**src/rtl/oled_frame_reader_if.sv**
```systemverilog
// ---------------------------------------------------------------------------
// oled_frame_reader_if
// Bundles the three links of the frame reader:
//   capture side : cap_frame_done (capture -> reader), cap_we_en (reader -> capture)
//   frame buffer : fb_addr (reader -> RAM), fb_pxl (RAM -> reader, 1-cycle latency)
//   OLED driver  : oled_rst, oled_color (reader -> driver),
//                  oled_next_pixel (driver -> reader)
// Modports:
//   master : the frame reader
//   slave  : the capture block / frame buffer / OLED driver collectively
// ---------------------------------------------------------------------------
interface oled_frame_reader_if #(
  parameter int c_nb_img_pxls = 13,
  parameter int c_nb_buf      = 16
);
  logic                     cap_frame_done;
  logic                     cap_we_en;
  logic [c_nb_img_pxls-1:0] fb_addr;
  logic [c_nb_buf-1:0]      fb_pxl;
  logic                     oled_rst;
  logic                     oled_next_pixel;
  logic [15:0]              oled_color;

  modport master (
    input  cap_frame_done,
    output cap_we_en,
    output fb_addr,
    input  fb_pxl,
    output oled_rst,
    input  oled_next_pixel,
    output oled_color
  );

  modport slave (
    output cap_frame_done,
    input  cap_we_en,
    input  fb_addr,
    output fb_pxl,
    input  oled_rst,
    output oled_next_pixel,
    input  oled_color
  );
endinterface

```
**src/rtl/oled_frame_reader.sv**
```systemverilog
// ---------------------------------------------------------------------------
// oled_frame_reader
// Snapshots one 80x60 frame from the camera frame buffer and streams it to
// the OLED driver, one pixel per oled_next_pixel, converting 5/5/6 buffer
// words to RGB565. Capture writes are frozen while the frame is read out.
// Ports:
//   i_clk, i_rst   : clock, synchronous active-high reset
//   i_start        : one-cycle request to read one frame (ignored when busy)
//   i_continuous   : re-arm for the next frame automatically after each frame
//   bus            : capture / frame buffer / OLED link (master side)
//   o_busy         : high whenever not idle
//   o_frame_done   : one-cycle pulse after the last pixel is consumed
//   o_frame_cnt    : frames streamed, wraps
//   o_overrun      : sticky, next_pixel arrived while a fetch was pending
// ---------------------------------------------------------------------------
module oled_frame_reader #(
  parameter int c_img_cols    = 80,
  parameter int c_img_rows    = 60,
  parameter int c_img_pxls    = c_img_cols * c_img_rows,
  parameter int c_nb_img_pxls = 13,
  parameter int c_nb_buf      = 16,
  parameter bit c_swap_r_b    = 1'b0
) (
  input  logic                 i_clk,
  input  logic                 i_rst,
  input  logic                 i_start,
  input  logic                 i_continuous,
  oled_frame_reader_if.master  bus,
  output logic                 o_busy,
  output logic                 o_frame_done,
  output logic [7:0]           o_frame_cnt,
  output logic                 o_overrun
);

  localparam logic [c_nb_img_pxls-1:0] c_pxls_w = c_nb_img_pxls'(c_img_pxls);
  localparam logic [c_nb_img_pxls-1:0] c_one_w  = c_nb_img_pxls'(1);

  typedef enum logic [2:0] {
    S_IDLE       = 3'd0,
    S_WAIT_FRAME = 3'd1,
    S_PREFETCH   = 3'd2,
    S_STREAM     = 3'd3,
    S_DONE       = 3'd4
  } t_state;

  t_state                   r_state;
  logic                     r_cap_we_en;
  logic                     r_oled_rst;
  logic [c_nb_img_pxls-1:0] r_fb_addr;
  logic [c_nb_img_pxls-1:0] r_cnt;
  logic [15:0]              r_color;
  logic                     r_busy;
  logic                     r_frame_done;
  logic [7:0]               r_frame_cnt;
  logic                     r_overrun;
  logic                     r_pre;
  // Fetch pipeline: d1 = address just advanced, d2 = RAM data valid next edge.
  logic                     r_np_d1;
  logic                     r_np_d2;
  logic [c_nb_img_pxls-1:0] w_cnt_nxt;

  // 5/5/6 buffer word to RGB565: green MSB replicated, blue LSB dropped.
  function automatic logic [15:0] f_to_rgb565(input logic [c_nb_buf-1:0] i_w);
    logic [4:0] v_red5;
    logic [5:0] v_green6;
    logic [4:0] v_blue5;
    v_red5   = i_w[15:11];
    v_green6 = {i_w[10:6], i_w[10]};
    v_blue5  = i_w[5:1];
    if (c_swap_r_b) begin
      return {v_blue5, v_green6, v_red5};
    end else begin
      return {v_red5, v_green6, v_blue5};
    end
  endfunction

  assign w_cnt_nxt = r_cnt + c_one_w;

  // Frame read-out sequencer with all outputs registered.
  always_ff @(posedge i_clk) begin
    if (i_rst) begin
      r_state      <= S_IDLE;
      r_cap_we_en  <= 1'b1;
      r_oled_rst   <= 1'b1;
      r_fb_addr    <= {c_nb_img_pxls{1'b0}};
      r_cnt        <= {c_nb_img_pxls{1'b0}};
      r_color      <= 16'h0000;
      r_busy       <= 1'b0;
      r_frame_done <= 1'b0;
      r_frame_cnt  <= 8'd0;
      r_overrun    <= 1'b0;
      r_pre        <= 1'b0;
      r_np_d1      <= 1'b0;
      r_np_d2      <= 1'b0;
    end else begin
      r_frame_done <= 1'b0;
      r_np_d1      <= 1'b0;
      r_np_d2      <= r_np_d1;
      if (r_np_d2) begin
        r_color <= f_to_rgb565(bus.fb_pxl);
      end
      case (r_state)
        S_IDLE: begin
          if (i_start) begin
            r_state <= S_WAIT_FRAME;
            r_busy  <= 1'b1;
          end
        end
        S_WAIT_FRAME: begin
          if (bus.cap_frame_done) begin
            r_state     <= S_PREFETCH;
            r_cap_we_en <= 1'b0;
            r_fb_addr   <= {c_nb_img_pxls{1'b0}};
            r_cnt       <= {c_nb_img_pxls{1'b0}};
            r_pre       <= 1'b0;
          end
        end
        S_PREFETCH: begin
          // First cycle lets the RAM read address 0, second registers it.
          if (r_pre) begin
            r_color    <= f_to_rgb565(bus.fb_pxl);
            r_oled_rst <= 1'b0;
            r_state    <= S_STREAM;
          end else begin
            r_pre <= 1'b1;
          end
        end
        S_STREAM: begin
          if (bus.oled_next_pixel) begin
            if (r_np_d1 || r_np_d2) begin
              r_overrun <= 1'b1;
            end
            r_cnt <= w_cnt_nxt;
            if (w_cnt_nxt < c_pxls_w) begin
              r_fb_addr <= r_fb_addr + c_one_w;
              r_np_d1   <= 1'b1;
            end else begin
              r_state      <= S_DONE;
              r_frame_done <= 1'b1;
              r_frame_cnt  <= r_frame_cnt + 8'd1;
              r_cap_we_en  <= 1'b1;
              r_oled_rst   <= 1'b1;
            end
          end
        end
        S_DONE: begin
          if (i_continuous) begin
            r_state <= S_WAIT_FRAME;
          end else begin
            r_state <= S_IDLE;
            r_busy  <= 1'b0;
          end
        end
        default: begin
          r_state     <= S_IDLE;
          r_busy      <= 1'b0;
          r_cap_we_en <= 1'b1;
          r_oled_rst  <= 1'b1;
        end
      endcase
    end
  end

  assign bus.cap_we_en  = r_cap_we_en;
  assign bus.fb_addr    = r_fb_addr;
  assign bus.oled_rst   = r_oled_rst;
  assign bus.oled_color = r_color;
  assign o_busy         = r_busy;
  assign o_frame_done   = r_frame_done;
  assign o_frame_cnt    = r_frame_cnt;
  assign o_overrun      = r_overrun;

endmodule

```
**src/flat_wrapper.sv**
```systemverilog
// flat-port wrapper written by rule: the top's interface ports become plain ports
module oled_frame_reader_flat 
#(
  parameter int c_img_cols    = 80,
  parameter int c_img_rows    = 60,
  parameter int c_img_pxls    = c_img_cols * c_img_rows,
  parameter int c_nb_img_pxls = 13,
  parameter int c_nb_buf      = 16,
  parameter bit c_swap_r_b    = 1'b0
)
  (i_clk, i_rst, i_start, i_continuous, o_busy, o_frame_done, o_frame_cnt, o_overrun, bus_cap_frame_done, bus_cap_we_en, bus_fb_addr, bus_fb_pxl, bus_oled_rst, bus_oled_next_pixel, bus_oled_color);
  oled_frame_reader_if #(.c_nb_img_pxls(c_nb_img_pxls), .c_nb_buf(c_nb_buf)) bus_i ();
  input  logic i_clk;
  input  logic i_rst;
  input  logic i_start;
  input  logic i_continuous;
  output logic o_busy;
  output logic o_frame_done;
  output logic [7:0] o_frame_cnt;
  output logic o_overrun;
  input wire logic [$bits(bus_i.cap_frame_done)-1:0] bus_cap_frame_done;
  output wire logic [$bits(bus_i.cap_we_en)-1:0] bus_cap_we_en;
  output wire logic [$bits(bus_i.fb_addr)-1:0] bus_fb_addr;
  input wire logic [$bits(bus_i.fb_pxl)-1:0] bus_fb_pxl;
  output wire logic [$bits(bus_i.oled_rst)-1:0] bus_oled_rst;
  input wire logic [$bits(bus_i.oled_next_pixel)-1:0] bus_oled_next_pixel;
  output wire logic [$bits(bus_i.oled_color)-1:0] bus_oled_color;
  assign bus_i.cap_frame_done = bus_cap_frame_done;
  assign bus_cap_we_en = bus_i.cap_we_en;
  assign bus_fb_addr = bus_i.fb_addr;
  assign bus_i.fb_pxl = bus_fb_pxl;
  assign bus_oled_rst = bus_i.oled_rst;
  assign bus_i.oled_next_pixel = bus_oled_next_pixel;
  assign bus_oled_color = bus_i.oled_color;
  oled_frame_reader #(.c_img_cols(c_img_cols), .c_img_rows(c_img_rows), .c_img_pxls(c_img_pxls), .c_nb_img_pxls(c_nb_img_pxls), .c_nb_buf(c_nb_buf), .c_swap_r_b(c_swap_r_b)) u_core (.i_clk(i_clk), .i_rst(i_rst), .i_start(i_start), .i_continuous(i_continuous), .bus(bus_i), .o_busy(o_busy), .o_frame_done(o_frame_done), .o_frame_cnt(o_frame_cnt), .o_overrun(o_overrun));
endmodule
```
**config.mk**
```make
export PLATFORM = sky130hd
export DESIGN_NAME = oled_frame_reader_flat
export DESIGN_NICKNAME = d
export VERILOG_FILES = /design/src/rtl/oled_frame_reader_if.sv /design/src/rtl/oled_frame_reader.sv /design/src/flat_wrapper.sv
export SDC_FILE = /design/constraint.sdc
export NUM_CORES = 1
export LEC_CHECK = 0
export ABC_AREA = 1
export CAP_MARGIN = 20
export CORE_AREA = 5 5 86 88
export CTS_BUF_LIST = sky130_fd_sc_hd__clkbuf_8
export CTS_CLUSTER_DIAMETER = 30
export CTS_CLUSTER_SIZE = 14
export DETAILED_ROUTE_END_ITERATION = 10
export DIE_AREA = 0 0 91 93
export PLACE_DENSITY_LB_ADDON = 0.3
export REMOVE_ABC_BUFFERS = 1
export SETUP_SLACK_MARGIN = 0.5
export SYNTH_ARGS = -nofsm -noshare
export SYNTH_HDL_FRONTEND = slang
export SYNTH_SLANG_ARGS = --single-unit
```
**constraint.sdc**
```tcl
create_clock -name i_clk -period 1.75 [get_ports i_clk]
set_input_delay 0.2625 -clock i_clk [delete_from_list [all_inputs] [get_ports i_clk]]
set_output_delay 0.2625 -clock i_clk [all_outputs]
set_load 0.005 [all_outputs]
```
==> flow_summary.toml, run 1 <==
[routing]
drt_first_pass_iters = 6
wl_per_cell_microns = 14.6
drcViolationCount = 0
antenna_left = 0
wl_microns = 9570
route.vias.total = 3408
routed_via_density = 5.21
drtIter0Drc = 120

[pwr]
cellPowerDensity_nw_per_um2 = 1180
leakage_nw = 2.23
peakVddDrop_mv = 0.834

[finish]
area_growth_pct = 62.4
fillers = 511
nets = 595
n_antenna_cell = 0
final-seq-area_sq_um = 1280
multiInputGateArea_sq_um = 1970
utilization_pct = 74.4
drive_above_1_share_pct = 36.6
final_area_sq_um = 4890
stdcell_count = 654

[clock_tree]
clock_latency_ns = 0.34
clockRootBuffer = "clkbuf_8"
cts_made_buffers = 9
htreeDepth = 3
cts_hold_buffers = 0
clockBufferDepth = 2
cts_sinks = 61
cts.clk_slew.worst_paths_ns = 0.07
cts_tree = "built"

[outcome]
outcome = "complete, but fails checks"
violations = "negative setup slack"

[die]
design.core.area_sq_um = 6570
die_h_microns = 93
start_util_pct = 45.8
pin_count = 64
die_x_microns = 91
die-area_sq_um = 8460
rows = 30

[worst_hold_path]
hold_class = "reg2reg"

[placement]
postPlaceCellArea_sq_um = 3930
place_ws_ns = -0.247
io_buffers = 62
place.gp.congestion = 0.832
dp_cells = 602
hpwlAfterDp_microns = 5260

[global_routing]
antenna_found_initial = 0
grt_overflow_total = 0
grt_pass1_wl_microns = 14900
grt_pass1_vias = 3308
grt_max_degree = 39
grt_use_total_pct = 21.5

[critical_path]
r2r_slack_ns = -0.19
cp_data_arrival_time_ns = 2.18
cp_max_fo = 6
worst_setup_path_start_kind = "flop"
endpoint_kind = "flop"
worstPathRequired_ns = 2.00
crit_type = "reg2reg"

[sta]
fin_crit_ns = 1.94
min_period_over_period_pct = 111
slew_viol_final = 0
hold_viol = 0
max-slew-margin-rel_pct = 71.2
fmax_mhz = 516
tightest_slew_ns = 0.429
fin_skew_ns = 0.00941
fin_ws_ns = -0.188
finalSetupViolCount = 26
setup_tns_ns = -3.62
grt_setup_unrepaired = "true"

[logic_synthesis]
seq_area_frac_synth_pct = 40.6
netlist_area_sq_um = 3010
yosys_warnings = 0
synthCells = 442
ys_types = 31
syn_area_per_cell_sq_um = 6.81
ys_ff_latch = 61

[job]
cap_violations = 0
routing by layer:
metal	vias up	part of all wire, %	GRT usage [%]	routed length [microns]
li1	1693	-	-	-
met1	1607	40	25.1	3820
met2	83	53	37.9	5070
met3	25	4.2	4.02	403
met4	0	2.8	10.3	272
met5	-	0	0	0
layout make-up:
type	count	area share, %
repair inverters	1	0.154
well taps	80	2.05
repair buffers	129	23.3
clock buffers	12	3.38
multi-input cells	328	40.2
clock inverters	3	1.38
flip-flops and latches	61	26.2
inverters	40	3.40
final timing paths:
path	startpoint	to	cells after the start
max	u_core.r_cnt[0]	u_core.bus.cap_we_en	16
min	u_core.r_np_d1	u_core.r_np_d2	2
max reg2reg	u_core.r_cnt[0]	u_core.bus.cap_we_en	16
min reg2reg	u_core.r_np_d1	u_core.r_np_d2	2
synth_stat cells, drive strengths merged:
master,count,area (sq um)
o211ai,1,7.51
nand2,102,413
clkbuf,11,41.3
o22ai,1,12.5
o21ai,28,140
o21bai,1,7.51
buf,5,36.3
nor2,74,293
nor3,8,56.3
inv,37,139
nand3,41,205
nor4,1,6.26
nand4,5,31.3
or2,6,37.5
clkinv,3,11.3
nand3b,2,15.0
and3,1,6.26
ha,3,37.5
dfxtp,61,1220
xnor2,4,35.0
xor2,4,42.6
a21oi,43,215
cells by family after synthesis:
logic type / share of synthesized area [%]
adder cells (fa/ha/maj): 1.25
AND/OR/NAND/NOR: 35.3
XOR/XNOR: 2.58
AO/OA/AOI/OAI: 12.7
buffers and inverters: 7.56
flip-flops: 40.6
cell usage in the layout, fill, tap and decap left out, types with 12 or more instances in the layout:
cell type,count
nand2_1,81
nor2_1,61
buf_4,54
dlygate4sd2_1,34
inv_1,30
dfxtp_1,29
a21oi_1,28
nand3_1,26
dfxtp_2,25
clkdlybuf4s50_1,21
o21ai_1,18
a21oi_2,15
nand3_2,13
clkbuf_8,12
stage by stage:
| stage | hold slack (ns) | total power, W |
|---|---|---|
| final | 0.417 | 0.00576 |
| after global routing | 0.437 | 0.00610 |
| after detailed placement | 0.411 | 0.00366 |
| after CTS | 0.417 | 0.00545 |
| after floorplan | 0.332 | 0.00279 |
| after global placement | 0.410 | 0.00359 |
critical path, cell delays in order (launching register included):
cell and delay [ns]:
dfxtp_2 0.36, ha_4 0.15, nand2_4 0.07, buf_4 0.14, nor2_2 0.09, nor2_1 0.05, nor2_2 0.10, nand2_1 0.08
nand2_1 0.08, nand2_1 0.07, nand2_2 0.09, nand2_4 0.07, nand2_8 0.15, buf_6 0.14, nand2_1 0.07, nand2_1 0.08
nand2_1 0.05
what timing repair did:
item / in CTS / in global routing
hold endpoints to repair: 0 / 0
gates cloned: 3 / 1
endpoints found under the setup margin: 101 / 66
pin swaps: 29 / 25
resized for setup: 146 / 70
setup buffers: 29 / 4
state kept, by name, indices dropped and copies added (netlist names):
name	count
u_core.bus.cap_we_en	1
u_core.o_busy	1
u_core.r_np_d1	1
u_core.r_np_d2	1
u_core.bus.oled_rst	1
u_core.r_state	3
u_core.o_frame_done	1
u_core.r_cnt	13
u_core.o_overrun	1
u_core.r_pre	1
u_core.o_frame_cnt	8
u_core.bus.oled_color	16
u_core.bus.fb_addr	13
power by group:
part / leakage [nW] / total [W] / internal (W) / switching [W]
clock network: 0.115 / 0.00148 / 0.000911 / 0.000565
registers: 0.512 / 0.00188 / 0.00167 / 0.000205
logic: 1.60 / 0.00241 / 0.00109 / 0.00131
total: 2.23 / 0.00576 / 0.00368 / 0.00208
(Power assumes the default switching activity.)
==> run 2: changes to the inputs <==
Settings changed: HOLD_SLACK_MARGIN set to 0.05.
==> results of run 2 <==
No change in the layout: final DEF, timing and power equal those of run 1.
==> run 3: changes to the inputs <==
Settings changed: GPL_ROUTABILITY_DRIVEN set to 0.
==> results of run 3 <==
No change in the layout: final DEF, timing and power equal those of run 1.
